<file path="src/rtl/imem_program_loader.sv">
// -----------------------------------------------------------------------------
// imem_program_loader
//
// Loads a program into the writable instruction RAM of the single-cycle core
// and otherwise passes core fetches through to the RAM read port.
//
// A load begins with load_start and a legal word_count. The program arrives
// as an 8-bit byte stream (valid/ready). Each group of three bytes is packed
// big-endian into one 22-bit instruction: {b0[5:0], b1, b2}. Words are written
// in order from index 0. The core is stalled for the whole load. After the
// last word, cpu_rst_n is held low for RST_CYCLES cycles so that the core
// restarts at PC 0.
//
// Ports
//   clk         system clock, rising edge
//   rst         asynchronous active-low reset
//   load_start  single-cycle pulse, starts a load (honoured in IDLE/ERR only)
//   word_count  number of words to load, sampled with load_start
//   byte_valid  byte stream valid
//   byte_data   byte stream data
//   byte_ready  loader accepts a byte this cycle
//   cpu_addr    core fetch byte address (PC)
//   cpu_instr   instruction to the core (zero while stalled or out of range)
//   cpu_stall   holds the core PC / regfile writes during a load
//   cpu_rst_n   active-low reset to the core, pulsed at the end of a load
//   mem_raddr   RAM read word index
//   mem_rdata   RAM combinational read data
//   mem_we      RAM write enable
//   mem_waddr   RAM write word index
//   mem_wdata   RAM write data
//   busy        load in progress
//   done        sticky, the last load completed
//   error       sticky, the last load_start had an illegal word_count
// -----------------------------------------------------------------------------
module imem_program_loader #(
  parameter int DEPTH      = 129,
  parameter int WORD_W     = 22,
  parameter int IDX_W      = 8,
  parameter int RST_CYCLES = 4
) (
  input  logic              clk,
  input  logic              rst,
  input  logic              load_start,
  input  logic [IDX_W-1:0]  word_count,
  input  logic              byte_valid,
  input  logic [7:0]        byte_data,
  output logic              byte_ready,
  input  logic [21:0]       cpu_addr,
  output logic [WORD_W-1:0] cpu_instr,
  output logic              cpu_stall,
  output logic              cpu_rst_n,
  output logic [IDX_W-1:0]  mem_raddr,
  input  logic [WORD_W-1:0] mem_rdata,
  output logic              mem_we,
  output logic [IDX_W-1:0]  mem_waddr,
  output logic [WORD_W-1:0] mem_wdata,
  output logic              busy,
  output logic              done,
  output logic              error
);

  typedef enum logic [2:0] {
    S_IDLE,
    S_B0,
    S_B1,
    S_B2,
    S_WRITE,
    S_RELEASE,
    S_ERR
  } state_t;

  localparam int                RCNT_W    = $clog2(RST_CYCLES + 1);
  localparam logic [IDX_W:0]    DEPTH_L   = (IDX_W + 1)'(DEPTH);
  localparam logic [RCNT_W-1:0] RCNT_LAST = RCNT_W'(RST_CYCLES - 1);

  state_t             state;
  state_t             next_state;
  logic [IDX_W-1:0]   count;
  logic [IDX_W-1:0]   index;
  logic [WORD_W-1:0]  asm_word;
  logic [RCNT_W-1:0]  rcnt;

  logic accept;
  logic load_ok;
  logic last_word;
  logic rel_last;

  assign accept    = byte_valid && byte_ready;
  assign load_ok   = (word_count != '0) && ({1'b0, word_count} <= DEPTH_L);
  assign last_word = (index == count - 1'b1);
  assign rel_last  = (rcnt == RCNT_LAST);

  // ---------------------------------------------------------------------------
  // State register
  // ---------------------------------------------------------------------------
  // NOTE: sequential state uses non-blocking assignments so every register
  // samples the pre-edge values of the others, independent of block order.
  always_ff @(posedge clk or negedge rst) begin
    if (!rst) begin
      state <= S_IDLE;
    end else begin
      state <= next_state;
    end
  end

  // ---------------------------------------------------------------------------
  // Next-state logic
  // ---------------------------------------------------------------------------
  // NOTE: next_state is given a default before the case so that every path
  // assigns it and no latch is inferred.
  always_comb begin
    next_state = state;
    unique case (state)
      S_IDLE, S_ERR: begin
        if (load_start) next_state = load_ok ? S_B0 : S_ERR;
      end
      S_B0:      if (accept) next_state = S_B1;
      S_B1:      if (accept) next_state = S_B2;
      S_B2:      if (accept) next_state = S_WRITE;
      S_WRITE:   next_state = last_word ? S_RELEASE : S_B0;
      S_RELEASE: if (rel_last) next_state = S_IDLE;
      default:   next_state = S_IDLE;
    endcase
  end

  // ---------------------------------------------------------------------------
  // Output logic (Moore, decoded from the state register)
  // ---------------------------------------------------------------------------
  always_comb begin
    byte_ready = 1'b0;
    mem_we     = 1'b0;
    busy       = 1'b1;
    cpu_rst_n  = 1'b1;
    unique case (state)
      S_IDLE, S_ERR:    busy       = 1'b0;
      S_B0, S_B1, S_B2: byte_ready = 1'b1;
      S_WRITE:          mem_we     = 1'b1;
      S_RELEASE:        cpu_rst_n  = 1'b0;
      default:          busy       = 1'b0;
    endcase
  end

  assign cpu_stall = busy;
  assign mem_waddr = index;
  assign mem_wdata = asm_word;

  // ---------------------------------------------------------------------------
  // Datapath: load bookkeeping, byte packing, release counter, status flags
  // ---------------------------------------------------------------------------
  always_ff @(posedge clk or negedge rst) begin
    if (!rst) begin
      count    <= '0;
      index    <= '0;
      asm_word <= '0;
      rcnt     <= '0;
      done     <= 1'b0;
      error    <= 1'b0;
    end else begin
      unique case (state)
        S_IDLE, S_ERR: begin
          if (load_start) begin
            done <= 1'b0;
            if (load_ok) begin
              count <= word_count;
              index <= '0;
              error <= 1'b0;
            end else begin
              error <= 1'b1;
            end
          end
        end
        // Big-endian packing; bits [7:6] of the first byte do not fit the
        // 22-bit word and are dropped.
        S_B0: if (accept) asm_word[21:16] <= byte_data[5:0];
        S_B1: if (accept) asm_word[15:8]  <= byte_data;
        S_B2: if (accept) asm_word[7:0]   <= byte_data;
        S_WRITE: begin
          rcnt <= '0;
          if (!last_word) index <= index + 1'b1;
        end
        S_RELEASE: begin
          rcnt <= rcnt + 1'b1;
          if (rel_last) done <= 1'b1;
        end
        default: ;
      endcase
    end
  end

  // ---------------------------------------------------------------------------
  // Fetch path: word-aligned byte address into the RAM, NOP while stalled or
  // past the end of the RAM.
  // ---------------------------------------------------------------------------
  logic [IDX_W-1:0] fetch_idx;
  logic             unused_addr_bits;

  assign fetch_idx        = cpu_addr[IDX_W+1:2];
  assign mem_raddr        = fetch_idx;
  assign cpu_instr        = (!cpu_stall && ({1'b0, fetch_idx} < DEPTH_L)) ? mem_rdata : '0;
  assign unused_addr_bits = ^{cpu_addr[1:0], cpu_addr[21:IDX_W+2]};

endmodule

</file>
<file path="config.mk">
export PLATFORM = sky130hd
export DESIGN_NAME = imem_program_loader
export DESIGN_NICKNAME = d
export VERILOG_FILES = /design/src/rtl/imem_program_loader.sv
export SDC_FILE = /design/constraint.sdc
export NUM_CORES = 1
export LEC_CHECK = 0
export ABC_AREA = 1
export CORE_ASPECT_RATIO = 1.4
export CORE_MARGIN = 2
export CORE_UTILIZATION = 37
export DETAILED_ROUTE_END_ITERATION = 8
export PLACE_DENSITY = 0.83
export SLEW_MARGIN = 20
export SYNTH_ARGS = -nofsm -noshare
export SYNTH_HDL_FRONTEND = slang
export SYNTH_SLANG_ARGS = --single-unit
</file>
<file path="constraint.sdc">
create_clock -name clk -period 1.6 [get_ports clk]
set_clock_uncertainty 0.15 [all_clocks]
set_input_delay 0.24 -clock clk [delete_from_list [all_inputs] [get_ports clk]]
set_output_delay 0.24 -clock clk [all_outputs]
set_load 0.05 [all_outputs]
</file>
==> results of run 1 <==
==> synth_stat cells, types with 2 or more instances <==
library cell | count | area, um^2
a21oi_1 | 2 | 10.0
buf_4 | 11 | 82.6
clkbuf_1 | 3 | 11.3
dfrtp_1 | 46 | 1150
ha_1 | 4 | 50.1
inv_1 | 56 | 210
inv_2 | 5 | 18.8
nand2_1 | 104 | 390
nand2_4 | 3 | 33.8
nand2_8 | 2 | 40.0
nand3_1 | 18 | 90.1
nand4_1 | 2 | 12.5
nor2_1 | 48 | 180
nor2_2 | 2 | 12.5
nor2_4 | 3 | 33.8
nor3_1 | 4 | 20.0
o21ai_0 | 35 | 175
o22ai_1 | 2 | 12.5
xnor2_1 | 5 | 43.8
xor2_1 | 4 | 35.0
==> worst max-delay path by stage <==
stage / endpoint / slack [ns] / cells after the start
6_report: cpu_instr[18] / -0.65 / 9
4_1_cts: cpu_instr[18] / -0.54 / 9
2_1_floorplan: cpu_instr[10] / -0.38 / 8
3_3_place_gp: cpu_instr[11] / -0.55 / 9
3_5_place_dp: cpu_instr[11] / -0.57 / 9
5_1_grt: cpu_instr[18] / -0.71 / 9
==> sequential cells by signal, indices dropped and copies added, names as in the netlist <==
name / count
rcnt: 3
mem_wdata: 22
done: 1
count: 8
error: 1
state: 3
mem_waddr: 8
==> where the power goes <==
part           internal, mW  switching, mW  leakage (nW)
logic                  3.44           4.28          2.02
clock network         0.465          0.451        0.0504
registers              1.61          0.467         0.583
==> logic make-up after synthesis <==
family | Yosys count
and+or+nand+nor | 191
buffers and inverters | 76
DFF | 46
AOI/OAI and AO/OA | 42
xor gates and xnor gates | 9
adders and majority gates | 4
==> routing by layer <==
metal  wire length, um  part of all wire [%]
met1              3670                    32
met2              6620                    57
met3               741                   6.4
met4               596                   5.1
met5                 0                     0
==> layout make-up <==
class                   instances  area [um^2]  area share (%)
repair buffers                178         2390            43.0
inverters                      61          239            4.30
clock buffers                   5         68.8            1.24
multi-input cells             246         1540            27.7
well taps                      95          119            2.14
clock inverters                 3         45.0           0.810
flip-flops and latches         46         1160            20.8
==> critical path: stages <==
cell	delay (ns)
clkdlybuf4s50_1	0.46
nor3_2	0.20
nand2_1	0.08
nor3_1	0.16
buf_4	0.15
o21bai_4	0.10
buf_12	0.19
nor2_4	0.12
buf_12	0.15
==> what timing repair did <==
item	4_1_cts	5_1_grt
pin swaps	2	3
endpoints found under the hold margin	46	0
setup buffers	4	7
gates resized for setup	16	65
endpoints found under the setup margin	48	58
cloned	2	2
hold buffers	1	0
==> results.tsv, run 1 <==
stage	metric	value	unit
worst_setup_path	reg2reg_slack	-0.41	ns
layout	antenna_cells	0	
global_route	met2_usage	53.4	%
clock_tree	numCtsBuffers	5	
timing	fmax	0.444	GHz
worst_setup_path	path_class	in -> out	
timing	period_share	141	%
timing	hold_slack	0.264	ns
floorplan	die-width	76.4	um
synthesis	synthSimpleGateAreaFrac	32.2	%
global_route	global_route.usage.total	26.4	%
timing	fin_crit	2.25	ns
layout	nNetsFinal	606	
worst_setup_path	startpoint_type	input pin	
synthesis	synth_cell_types	29	
timing	grt_setup_unrepaired	yes	
worst_setup_path	crit_arrival	1.86	ns
timing	hold_viol	0	
clock_tree	cts_buffer_depth	2	
synthesis	synth_edf_count	0	
pwr	total_power	10.7	mW
synthesis	ys_warn_count	0	
clock_tree	cts.clk_slew.worst_paths	0.10	ns
routing	num_vias	3243	
synthesis	syn_area_per_cell	7.37	um^2
routing	wirelength	11.6	mm
layout	layout_commonest_cell	nand2_1	
global_route	grt_pass1_wl	16.8	mm
layout	nFillCells	375	
placed_design	port_buffers	116	
routing	wl_per_cell	18.3	um
global_route	gr-total-overflow	0	
run_status	violations	setup timing	
timing	layout_setup_ws	-0.651	ns
floorplan	core_area	0.00703	mm^2
synthesis	synth_compound_area_share	8.49	%
synthesis	synthXorXnorAreaFrac	2.91	%
worst_setup_path	worstSetupEndpointType	output port	
layout	final_cells	634	
layout	final_area	0.00556	mm^2
timing	worst_slew_pin_slew	0.361	ns
global_route	grt_util_met3	6.08	%
floorplan	rows	36	
worst_setup_path	crit_required	1.21	ns
routing	ant_nets	0	
synthesis	synth_seq_cells	46	
synthesis	synthesis.nets	436	
clock_tree	cts_tree	built	
worst_setup_path	worstReg2RegStart	count[0]	
synthesis	async_flop_share	100	%
worst_setup_path	r2r_cells	13	
placed_design	hpwl	7.24	mm
clock_tree	cts_sinks	46	
routing	first_iter_violations	264	
clock_tree	clk-insertion-delay-late	0.32	ns
placed_design	pre_cts_ws	-0.567	ns
global_route	grt_util_met1	26.1	%
floorplan	die_h	105	um
synthesis	synthesis.area	0.00271	mm^2
clock_tree	cts_root_buf	clkbuf_8	
placed_design	dpl.cell_count	613	
run	maxCapViolations	0	
layout	drive_gt1_share	40.1	%
layout	area_growth_syn_to_layout	105	%
routing	drc	0	
synthesis	syn_inst	368	
clock_tree	cts_max_level	2	
placed_design	placed_cell_area	0.00509	mm^2
placed_design	gp_congestion	0.847	
floorplan	die_area	0.00804	mm^2
global_route	grt_pass1_vias	3368	
synthesis	synth_flop_cell	dfrtp_1	
pwr	max-vdd-ir-drop	0.00155	V
pwr	power_leakage	2.65	nW
synthesis	synth_top_family_by_area	simple AND/OR/NAND/NOR gates	
timing	setup_tns	-21.18	ns
floorplan	io-pin-count	131	
pwr	power_density	1930	mW/mm^2
worst_setup_path	cp-startpoint	cpu_addr[6]	
worst_setup_path	r2r_end	state[2]	
global_route	grt_start_max_net_pins	47	
run_status	status	complete, but fails checks	
timing	final-setup-viol-count	48	
floorplan	start_util	38.6	%
timing	slew_headroom	75.9	%
routing	via_per_inst	5.12	
hold_path	worstHoldPathType	in -> async	
routing	dr.pass1.iters	5	
global_route	top_usage_layer	met2	
worst_setup_path	critPathMaxFanout	11	
synthesis	seq_area_frac_synth	42.5	%
synthesis	synthAdderAreaFrac	1.85	%
timing	drv_slew	0	
global_route	antenna_found_initial	0	
layout	final_util	79.2	%
layout	final_cell_mix	nand2_1 (93), buf_12 (66), inv_1 (52)	
synthesis	synthMuxAreaShare	0	%
Power figures use the tool's default switching activity.
==> inputs of run 2 (changes only) <==
Settings changed: CELL_PAD_IN_SITES_DETAIL_PLACEMENT set to 0, CELL_PAD_IN_SITES_GLOBAL_PLACEMENT set to 1, CORE_UTILIZATION 37 to 25, PLACE_DENSITY 0.83 to 0.82.
==> run 2 against run 1 <==
Compared with the run above: global-route usage is 11 points lower; wire length is 21% lower; the run still ends with setup timing left; power is 1.5% lower; non-clock buffer count is 10 higher; worst hold slack better by 0.048 ns; clock power is 11% higher; sequential cell count stayed put; core utilization is 26 points lower; cell count is 9.0% higher; die area is 46% higher.
==> results.tsv, run 2 (synthesized netlist as in run 1, its figures left out) <==
stage	metric	value	unit
worst_setup_path	r2r_cells	13	
worst_setup_path	worstPathCellList	inv_2, nand2_4, inv_4, nor2_4, nand2_4, o21bai_4, buf_8, nor2_4, buf_12	
timing	fin_crit	2.07	ns
floorplan	core_area	0.0107	mm^2
placed_design	port_buffers	116	
layout	final_cell_mix	nand2_1 (93), buf_12 (65), buf_4 (55)	
floorplan	die-width	92.0	um
clock_tree	clk-insertion-delay-late	0.29	ns
floorplan	start_util	25.3	%
layout	layout_commonest_cell	nand2_1	
global_route	gr-total-overflow	0	
routing	first_iter_violations	90	
worst_setup_path	critPathMaxFanout	6	
routing	wl_per_cell	13.2	um
worst_setup_path	path_delay_family	buffers and inverters	
clock_tree	cts_max_level	2	
layout	drive_gt1_share	40.2	%
worst_setup_path	path_class	reg -> out	
pwr	clkPwrFrac	9.7	%
clock_tree	cts_sinks	46	
clock_tree	cts_tree	built	
pwr	power_leakage	2.71	nW
run_status	violations	setup timing	
timing	drv_slew	0	
pwr	seq_power_share	19.5	%
timing	layout_setup_ws	-0.475	ns
layout	nNetsFinal	617	
placed_design	hpwl	6.97	mm
global_route	grt_start_max_net_pins	47	
global_route	global_route.usage.total	15.9	%
routing	dr_wl_met3	479	um
pwr	internal_power	5.69	mW
routing	num_vias	2987	
timing	hold_viol	0	
worst_setup_path	worstReg2RegStart	state[1]	
pwr	power_density	1850	mW/mm^2
routing	ant_nets	0	
floorplan	die_area	0.0117	mm^2
clock_tree	cts_buffer_depth	2	
worst_setup_path	crit_arrival	1.68	ns
pwr	max-vdd-ir-drop	0.00130	V
timing	final-setup-viol-count	48	
routing	drc	0	
clock_tree	numCtsBuffers	5	
worst_setup_path	reg2reg_slack	-0.32	ns
routing	topRoutingLayerUsed	met4	
placed_design	gp_congestion	0.827	
worst_setup_path	startpoint_type	flop	
layout	final_util	53.3	%
timing	worst_slew_pin_slew	0.394	ns
timing	slew_headroom	73.7	%
worst_setup_path	critPathMaxStageDelay	0.41	ns
pwr	p_sw	4.86	mW
global_route	antenna_found_initial	0	
timing	hold_slack	0.312	ns
routing	wirelength	9.16	mm
floorplan	die_h	127	um
layout	area_growth_syn_to_layout	110	%
hold_path	worstHoldPathType	in -> async	
global_route	grt_pass1_vias	3196	
layout	nFillCells	960	
worst_setup_path	r2r_end	mem_waddr[3]	
clock_tree	cts.clk_slew.worst_paths	0.07	ns
layout	final_cells	691	
timing	period_share	130	%
global_route	grt_pass1_wl	15.0	mm
floorplan	io-pin-count	131	
run	maxCapViolations	0	
placed_design	dpl.cell_count	669	
pwr	comb_power_share	70.8	%
worst_setup_path	slowest_stage	dfrtp_2	
run_status	status	complete, but fails checks	
routing	wl_met1	3.11	mm
layout	largest_reg_flops	22	
timing	grt_setup_unrepaired	yes	
worst_setup_path	worstSetupEndpointType	output port	
worst_setup_path	crit_required	1.21	ns
pwr	netSwitchingFraction	46.1	%
layout	antenna_cells	0	
routing	wl_met2	5.45	mm
timing	setup_tns	-14.74	ns
floorplan	rows	45	
routing	via_per_inst	4.32	
worst_setup_path	crit_buf_inv	4	
routing	dr.pass1.iters	5	
clock_tree	cts_root_buf	clkbuf_16	
timing	fmax	0.482	GHz
run 2: cell count changes in the layout (fill, tap and decap cells not counted), moves of 4 or more:
cell / previous run / this run
o21ai_1: 7 / 3
clkbuf_16: 1 / 7
o21ai_0: 22 / 26
clkdlybuf4s50_1: 48 / 43
buf_6: 16 / 11
dlygate4sd2_1: 0 / 5
clkbuf_8: 5 / 0
buf_4: 41 / 55
nor2_1: 18 / 22
run 2: tightest hold or removal path: cells and delay by family:
kind	cells	cell delay (ns)
buffers and inverters	3	0.89
run 2: worst max path at each step:
| stage | startpoint | endpoint | slack (ns) | cells past startpoint |
|---|---|---|---|---|
| global route | state[0] | cpu_instr[20] | -0.56 | 8 |
| detailed placement | cpu_addr[7] | cpu_instr[10] | -0.61 | 9 |
| floorplan | state[2] | cpu_instr[10] | -0.38 | 8 |
| global placement | cpu_addr[7] | cpu_instr[10] | -0.60 | 9 |
| CTS | state[2] | cpu_instr[17] | -0.49 | 9 |
| finish | state[2] | cpu_instr[3] | -0.47 | 9 |
run 2: final cells by class:
| class | count | area, um^2 | area share, % |
|---|---|---|---|
| clock buffer | 5 | 125 | 2.20 |
| sequential | 46 | 1160 | 20.3 |
| tap | 141 | 176 | 3.10 |
| timing repair buffer | 188 | 2450 | 43.0 |
| inverter | 61 | 239 | 4.20 |
| multi-input combinational | 247 | 1530 | 26.8 |
| clock inverter | 3 | 21.3 | 0.373 |
run 2: per-stage QoR:
step | power, mW | setup slack, ns | instance area, um^2
6_report | 10.6 | -0.475 | 5700
2_1_floorplan | 5.55 | -0.382 | 2920
3_5_place_dp | 8.86 | -0.612 | 5210
3_3_place_gp | 8.72 | -0.601 | 5210
4_1_cts | 10.4 | -0.487 | 5590
5_1_grt | 11.2 | -0.563 | 5700
run 2: per-layer routing:
layer  GRT usage [%]  vias to the layer above
li1                -                     1486
met1            16.6                     1420
met2            31.1                       71
met3            4.07                       10
met4            4.30                        0
met5               0                        -
run 2: repair_timing:
item,4_1_cts,5_1_grt
endpoints found under the setup margin,48,57
setup buffers,7,5
hold buffers,1,0
cloned,3,1
hold endpoints to repair,46,0
resized for setup,34,44
pin swaps,8,2
run 2: power groups by stage:
stage	Sequential [mW]	Combinational, mW	Clock [mW]
6_report	2.06	7.48	1.02
5_1_grt	2.11	7.97	1.09
4_1_cts	2.04	7.32	1.05
3_5_place_dp	2.05	6.81	0
3_3_place_gp	2.03	6.69	0
2_1_floorplan	2.90	2.65	0
